**config.mk**
```make
export PLATFORM = sky130hd
export DESIGN_NAME = pi_ctl_sequencer
export DESIGN_NICKNAME = d
export VERILOG_FILES = /design/src/rtl/pi_ctl_sequencer_pkg.sv /design/src/rtl/pi_ctl_sequencer_stepper.sv /design/src/rtl/pi_ctl_sequencer.sv
export SDC_FILE = /design/constraint.sdc
export NUM_CORES = 1
export LEC_CHECK = 0
export CAP_MARGIN = 5
export CORE_ASPECT_RATIO = 1.75
export CORE_UTILIZATION = 64
export CTS_CLUSTER_SIZE = 10
export DETAILED_ROUTE_END_ITERATION = 8
export PLACE_DENSITY_LB_ADDON = 0.12
export SYNTH_ARGS = -nofsm -noshare
export SYNTH_HDL_FRONTEND = slang
export SYNTH_HIERARCHICAL = 1
export SYNTH_SLANG_ARGS = --single-unit
```
**constraint.sdc**
```tcl
create_clock -name clk -period 13 [get_ports clk]
set_clock_uncertainty 0.1 [all_clocks]
set_input_delay 1.3 -clock clk [delete_from_list [all_inputs] [get_ports clk]]
set_output_delay 1.3 -clock clk [all_outputs]
set_load 0.05 [all_outputs]
```
**src/rtl/pi_ctl_sequencer_pkg.sv**
```systemverilog
// pi_ctl_sequencer_pkg: shared PI sizing constants and sequencer state type
package pi_ctl_sequencer_pkg;
  localparam int NPI = 9;
  localparam int NOUT = 4;
  typedef enum logic [2:0] {IDLE, STEP, SETUP, VALID, SETTLE} pi_seq_state_t;
endpackage

```
**src/rtl/pi_ctl_sequencer_stepper.sv**
```systemverilog
// pi_code_stepper: one slew-limited PI code step toward target along the shortest modular path
module pi_code_stepper
  import pi_ctl_sequencer_pkg::*;
#(
  parameter int Npi = NPI
) (
  input  logic [Npi-1:0] cur,
  input  logic [Npi-1:0] target,
  input  logic [Npi-1:0] ms,
  output logic [Npi-1:0] nxt,
  output logic           at_target
);
  localparam logic [Npi-1:0] HALF = {1'b1, {(Npi-1){1'b0}}};
  logic [Npi-1:0] d, nd;
  always_comb begin
    d = target - cur;
    nd = cur - target;
    at_target = d == '0;
    // exactly half-way round resolves to the increment direction
    nxt = (d[Npi-1] && d != HALF) ? cur - (nd < ms ? nd : ms) : cur + (d < ms ? d : ms);
  end
endmodule

```
**src/rtl/pi_ctl_sequencer.sv**
```systemverilog
// pi_ctl_sequencer: arbitrates CDR/software PI updates and slews ctl_pi with strobed, settled steps
module pi_ctl_sequencer
  import pi_ctl_sequencer_pkg::*;
#(
  parameter int Npi        = NPI,
  parameter int Nout       = NOUT,
  parameter int VALID_CYC  = 2,
  parameter int SETTLE_CYC = 4
) (
  input  logic                      clk,
  input  logic                      rst,
  input  logic                      cdr_req,
  input  logic [Nout-1:0][Npi-1:0]  cdr_code,
  output logic                      cdr_gnt,
  input  logic                      sw_req,
  input  logic [Nout-1:0][Npi-1:0]  sw_code,
  output logic                      sw_gnt,
  input  logic                      sw_prio,
  input  logic [Npi-1:0]            max_step,
  output logic [Nout-1:0][Npi-1:0]  ctl_pi,
  output logic                      ctl_valid,
  output logic                      busy,
  output logic                      done
);
  localparam int CW = 16;
  pi_seq_state_t state, nstate;
  logic [CW-1:0] cnt, cnt_n;
  logic [Nout-1:0][Npi-1:0] target, nxt;
  logic [Nout-1:0] at;
  logic [Npi-1:0] ms;
  logic all_at, req, sel_sw, last;
  assign ms = (max_step == '0) ? Npi'(1) : max_step;
  assign all_at = &at;
  assign req = cdr_req | sw_req;
  assign sel_sw = sw_req && (sw_prio || !cdr_req);
  assign busy = state != IDLE;
  assign ctl_valid = state == VALID;
  for (genvar i = 0; i < Nout; i++) begin : g_lane
    pi_code_stepper #(.Npi(Npi)) u_step (
      .cur(ctl_pi[i]), .target(target[i]), .ms(ms), .nxt(nxt[i]), .at_target(at[i])
    );
  end
  always_comb begin
    nstate = state;
    last = cnt == CW'(state == VALID ? VALID_CYC - 1 : SETTLE_CYC - 1);
    cnt_n = (state inside {VALID, SETTLE}) && !last ? cnt + CW'(1) : '0;
    case (state)
      IDLE:    nstate = req ? STEP : IDLE;
      STEP:    nstate = all_at ? IDLE : SETUP;
      SETUP:   nstate = VALID;
      VALID:   nstate = last ? SETTLE : VALID;
      SETTLE:  nstate = !last ? SETTLE : all_at ? IDLE : STEP;
      default: nstate = IDLE;
    endcase
  end
  always_ff @(posedge clk) begin
    if (rst) begin
      state <= IDLE;
      cnt <= '0;
      ctl_pi <= '0;
      target <= '0;
      cdr_gnt <= 1'b0;
      sw_gnt <= 1'b0;
      done <= 1'b0;
    end else begin
      state <= nstate;
      cnt <= cnt_n;
      cdr_gnt <= state == IDLE && cdr_req && !sel_sw;
      sw_gnt <= state == IDLE && sel_sw;
      done <= busy && nstate == IDLE;
      if (state == IDLE && req) target <= sel_sw ? sw_code : cdr_code;
      if (state == STEP) ctl_pi <= nxt;
    end
  end
endmodule

```
Word level (Yosys, flattened, before mapping)
Cells that the tools add are included.

Bitwise operators: 2. Reductions and logical operators: 26. Multiplexer cells: 21. Equality and inequality tests: 9. Add/subtract/negate cells: 17. $lt $le $gt $ge: 8.

Operator list (count): $mux W9 (13); $sub A9 B9 Y9 (12); $lt A9 B9 Y1 (8); $logic_not A9 Y1 (5); $add A9 B9 Y9 (4); $mux W36 (1); $ne A9 B9 Y1 const B (4); $add A16 B1 Y16 const B (1); $eq A16 B2 Y1 (1); $pmux W3 S5 (1); $logic_and A1 B1 Y1 (11); $eq A3 B2 Y1 const B (2); $logic_not A3 Y1 (2); $mux W3 (2); $mux W2 (2); $reduce_and A4 Y1 (1); $eq A3 B1 Y1 const B (1); $eq A3 B3 Y1 const B (1); $logic_not A1 Y1 (3); $reduce_bool A3 Y1 (1); $mux W1 (2); $reduce_bool A2 Y1 (1); $reduce_or A2 Y1 (1); $logic_or A1 B1 Y1 (1); other kinds (2) (2).

Input port bits: 86. Register bits after elaboration: 94. Word-level logic and storage cells: 96.

Depth between registers and ports, before layout
Gate-level depths: netlist of the first run.

Depth in word-level cells: 8. Mapped depth: 32. Depth with buffers taken out: 31.

By module
Netlist of the first run, hierarchy kept.

By module, submodules not included: pi_code_stepper (g_lane[2].u_step ...) (cells each 283, times used 2, area an instance 2107.0 µm²); pi_code_stepper (g_lane[0].u_step ...) (cells each 278, times used 2, area an instance 2089.5 µm²); pi_ctl_sequencer (cells each 456, times used 1, area an instance 3966.3 µm²).

Least setup slack after synthesis of the first run
Ideal clock, no wire load.

Kind: register to register. From: reg ctl_pi[10] (netlist bit). To: reg ctl_pi[17] (netlist bit). Slack: 6563 ps. Required time: 12830 ps. Period minus slack after synthesis: 6437 ps. Arrival: 6267 ps. Stages on the path, launching flop included: 31. Buffers on the path: 1. Path through: dfxtp_1 inv_1 ha_1 or2_1 o21a_1 o2111a_1 nor3_2 inv_2 ha_1 and4_1 a221oi_1 clkbuf_1 nor2_1 a21oi_1 ha_1 nor3b_1 mux2i_1 a211oi_1 xnor2_1 nand2_1 a22o_1 ha_1 or2_2 a21oi_1 a31oi_1 xor2_1 a21boi_0 and4b_1 a211oi_2 nand2_1 a21oi_1.

RTL lines: from (decl) (line pi_ctl_sequencer.sv:20) `output logic [Nout-1:0][Npi-1:0] ctl_pi,`; from (signal assigned) (line pi_ctl_sequencer.sv:72) `if (state == STEP) ctl_pi <= nxt;`.

==> results.cfg, run 1 <==
[cts]
clock_tree.htree_level_count = 3
cts_buffers = 9
cts_buffer_depth = 2
post_cts_buffers = 0
cts_sinks = 94
clkTransAtPathRegs_ns = 0.07
hold_buffers = 0
tritoncts = built
ctsResizeCount = 0
clock_latency_ns = 0.37
clockRootBuffer = clkbuf_16

[synth]
synth_top_area_cell = ha_1
synthTopCellsByArea = ha_1 (17%), dfxtp_1 (15%), mux2i_1 (5.9%)
ys_types = 67
async_flop_share_pct = 0
ys_warn_count = 6
synth_nets = 1841
synth_top_area_share_pct = 16.70
synth_cells = 1578
yosysSeqAreaShare_pct = 15.23
syn_area_um2 = 12360
ys_ff_latch = 94
synth_edf_count = 0
ys.flop_type = dfxtp_1
syn_avg_cell_area_um2 = 7.832

[drt]
wirelength_um = 34930
post_drt_wl_per_cell_um = 18.43
drtPass1Iterations = 6
viasPerCell = 6.240
drt-initial-drc-count = 659
drc = 0
ant_nets = 0
via_count = 11825

[worst_setup_path]
critical_path.top_delay_family = compound AO/OA/AOI/OAI gates
crit_arrival_ns = 7.86
crit_fanout = 16
crit_required_ns = 13.20
crit_path_end_kind = register
slowest_delay_ns = 0.74
worst_setup_path_start_kind = input pin
worst-setup-path-type = in2reg
critPathBufInv = 2
cp_slowest_cell = clkdlybuf4s50_1

[cells_and_area]
final_common_cell = ha_1
fin_nets = 1912
mostFrequentLayoutCells = ha_1 (165), nand2_1 (140), inv_1 (134)
drive_gt1_share_pct = 5.985
area.growth.synth_to_final_pct = 12.90

[timing]
worst_slew_pin_slew_ns = 1.192
rsz0062_at_grt = no
max_freq_ghz = 0.1304
setup_viol = 0
period_share_pct = 58.98
hold_viol = 0
fin_setup_tns_ns = 0
drv_slew = 0
fin_crit_ns = 7.668
maxSlewHeadroom_pct = 20.51

[placement]
place_congestion = 0.9579
io_buffers = 126
place_hpwl_um = 27790

[flow_run]
drv_cap = 0

[floorplan]
die-area_um2 = 19890
rows = 66
die_x_um = 107.1
initial_core_util_pct = 65.93
core-area_um2 = 18750
pin_count = 127
fp.dieH_um = 185.8

[global_route]
grt.busiest_layer = met2
grt_pass1_wl_um = 55730
grt_use_met2_pct = 66.43
grt_pass1_vias = 11550
grt_antenna_before_repair = 3
grt_overflow_total = 0
grt_max_degree = 83
grt_use_met3_pct = 5.007
grt_usage_pct = 35.56
met1_usage_pct = 36.40

[worst_hold_path]
hold_class = reg2reg

[run_status]
run_status = finished, final reports clean
## cell type report
class                      instances  area [um^2]
multi-input combinational       1259         9544
fill                            1514         4792
sequential                        94         1882
timing repair buffer             139         1351
inverter                         146        548.0
tap                              238        297.8
clock buffer                      10        229.0
clock inverter                     6        93.84
antenna                            3        7.507
## layer usage
layer	part of all wire (%)	wire, um
met2	52	18140
met4	6.0	2080
met5	0	0
met1	38	13270
met3	4.1	1440
## state kept, by name (all words and copies together), names as in the netlist
name     cells
ctl_pi      36
cnt         16
target      36
cdr_gnt      1
sw_gnt       1
done         1
state        3
## final timing paths
path / depth (start not counted) / slack [ns] / startpoint / end
hold reg to reg: 2 / 0.40 / cnt[15] / cnt[15]
hold / removal: 2 / 0.40 / cnt[15] / cnt[15]
setup reg to reg: 30 / 5.76 / ctl_pi[1] / ctl_pi[8]
setup / recovery: 27 / 5.33 / max_step[6] / ctl_pi[8]
## synth_stat cells, drive strengths merged, types with 5 or more instances
cell	number
and2	10
buf	37
mux2i	73
nor4	18
fa	12
o21a	15
nor2b	25
o2111a	8
a21oi	129
a221oi	8
a21o	37
nor3	46
or3	9
xor2	41
nand3b	14
o21ai	64
a211o	7
and4	13
nand3	29
dfxtp	94
nand2b	16
o211ai	12
a31oi	19
o311ai	5
mux2	12
or4b	5
nand4b	6
nand4	18
inv	146
and3	19
clkbuf	42
a211oi	62
nor2	89
or2	6
xnor2	78
nand2	140
ha	165
nor3b	5
## worst min-delay path: stages (launching register included)
cell and delay (ns):
dfxtp_1 0.32, o21ai_0 0.07, a22oi_1 0.06
## per-stage QoR
stage               instance area (um^2)  setup WS [ns]  hold slack, ns  util (%)  instances
floorplan                          12360          6.563          0.3559         -       1578
global placement                   13620          5.090          0.3748     72.65       1875
detailed placement                 13620          4.842          0.3829     72.65       1875
CTS                                13940          5.132          0.3925     74.37       1891
global route                       13950          4.792          0.4162     74.44       1895
finish                             13950          5.332          0.3956     74.44       1895
## cells by family (layout without fill, tap and decap cells)
kind of cell             after synthesis  in the layout  synth area share (%)
buffers and inverters                225            301                 7.643
AND/OR/NAND/NOR                      478            478                 20.64
adder cells (fa/ha/maj)              177            177                 18.65
XOR/XNOR                             119            119                 8.433
AO/OA/AOI/OAI                        400            400                 22.28
flip-flops                            94             94                 15.23
multiplexers                          85             85                 7.127
other                                  0              3                     0
Power of run 1 is left out: the tool's default activity adds up to more than one toggle a clock period on the data nets, which glitch-free logic cannot reach.
==> run 2: changes to the inputs <==
Settings changed: CORE_UTILIZATION 64 to 60.
Clock period 13 ns to 7.2 ns, I/O delays scaled along.
==> results.cfg, run 2 (same netlist as run 1, synthesis figures left out) <==
[timing]
max_freq_ghz = 0.1518
maxSlewHeadroom_pct = 37.84
drv_slew = 0
period_share_pct = 91.47
whs_ns = 0.4012
rsz0062_at_grt = no
fin_crit_ns = 6.586
worst_slew_pin_slew_ns = 0.9324
setup_viol = 0
fin_setup_tns_ns = 0
hold_viol = 0

[global_route]
grt_pass1_wl_um = 55090
grt_overflow_total = 0
grt_max_degree = 83
grt_antenna_before_repair = 0
grt_usage_pct = 32.28
grt_pass1_vias = 11133

[worst_setup_path]
r2r-start = ctl_pi[10]
worst-setup-path-type = reg2reg
endpoint = ctl_pi[17]
slowest_delay_ns = 0.45
reg2reg_slack_ns = 0.61
crit_arrival_ns = 6.78
crit_path_end_kind = register
reg2regPathDepth = 30
crit_top_cell = a21oi_1
critPathLaunch = ctl_pi[10]
cp_slowest_cell = dfxtp_1
worst_setup_path_start_kind = register
rr_endpoint = ctl_pi[17]
crit_required_ns = 7.39
crit_fanout = 11

[drt]
met1Wirelength_um = 13490
wirelength_um = 34980
viasPerCell = 6.124
wl_met3_um = 1348
drtPass1Iterations = 7
wl_met2_um = 18280
post_drt_wl_per_cell_um = 18.30
routed.top_layer = met4
via_count = 11710
drt-initial-drc-count = 713
drc = 0
ant_nets = 0

[cells_and_area]
layout.area.seq_um2 = 1882
multi_input_area_um2 = 9544
drive_gt1_share_pct = 6.611
fin_nets = 1923
fillerInstances = 1743
area.growth.synth_to_final_pct = 13.40
final_area_um2 = 14020
mostFrequentLayoutCells = ha_1 (165), nand2_1 (140), inv_1 (134)
diodes = 0
final_common_cell = ha_1
reg.largest.list = ctl_pi: 36 flops, target: 36 flops, cnt: 16 flops

[cts]
hold_buffers = 0
post_cts_buffers = 0
cts_buffers = 9
clockRootBuffer = clkbuf_16
cts_buffer_depth = 2
clock_tree.htree_level_count = 3
ctsResizeCount = 0
tritoncts = built
clkTransAtPathRegs_ns = 0.07
clock_latency_ns = 0.38
cts_sinks = 94

[floorplan]
pin_count = 127
rows = 69
die_x_um = 110.5
core-area_um2 = 20290
die-area_um2 = 21200
fp.dieH_um = 191.9
initial_core_util_pct = 60.92

[flow_run]
drv_cap = 0

[worst_hold_path]
hold_class = reg2reg
hp-start = ctl_pi[18]
holdPathStages = 2

[placement]
io_buffers = 126
place_congestion = 0.9681
place_hpwl_um = 27610
place_area_um2 = 13720

[run_status]
run_status = finished, final reports clean
-- run 2: how the worst min path moves through the flow --
stage                       to  slack (ns)
finish              ctl_pi[18]        0.40
floorplan               cnt[0]        0.36
global placement    ctl_pi[18]        0.37
global route         ctl_pi[9]        0.43
CTS                  ctl_pi[0]        0.40
detailed placement   ctl_pi[0]        0.39
-- run 2: metal layers --
layer / global-route usage (%) / up-vias
met4: 18.31 / 0
met5: 0 / -
met1: 33.91 / 5454
met2: 61.47 / 355
li1: - / 5790
met3: 3.976 / 111
-- run 2: worst max-delay path: cells and delay by family (launching register included) --
family                   cells  cell delay (ns)
multiplexers                 1             0.17
buffers and inverters        3             0.54
flip-flops                   1             0.45
adder cells (fa/ha/maj)      4             1.36
AND/OR/NAND/NOR              9             1.47
AO/OA/AOI/OAI               10             1.68
XOR/XNOR                     3             0.74
-- run 2: per-stage QoR --
step                setup WS, ns  instances  util (%)
finish                    0.6143       1912     69.08
global route              0.1803       1912     69.08
CTS                       0.6685       1912     69.08
detailed placement        0.6141       1897     67.63
global placement          0.7549       1897     67.63
floorplan                 0.7626       1578         -
-- run 2: area by class of cell --
| type | instances | area share (%) |
|---|---|---|
| multi-input cells | 1259 | 68.10 |
| inverters | 146 | 3.910 |
| repair buffers | 150 | 10.25 |
| clock buffers | 9 | 1.607 |
| clock inverters | 6 | 0.4999 |
| flip-flops and latches | 94 | 13.43 |
| well taps | 248 | 2.214 |
Power of run 2 is left out for the same reason.
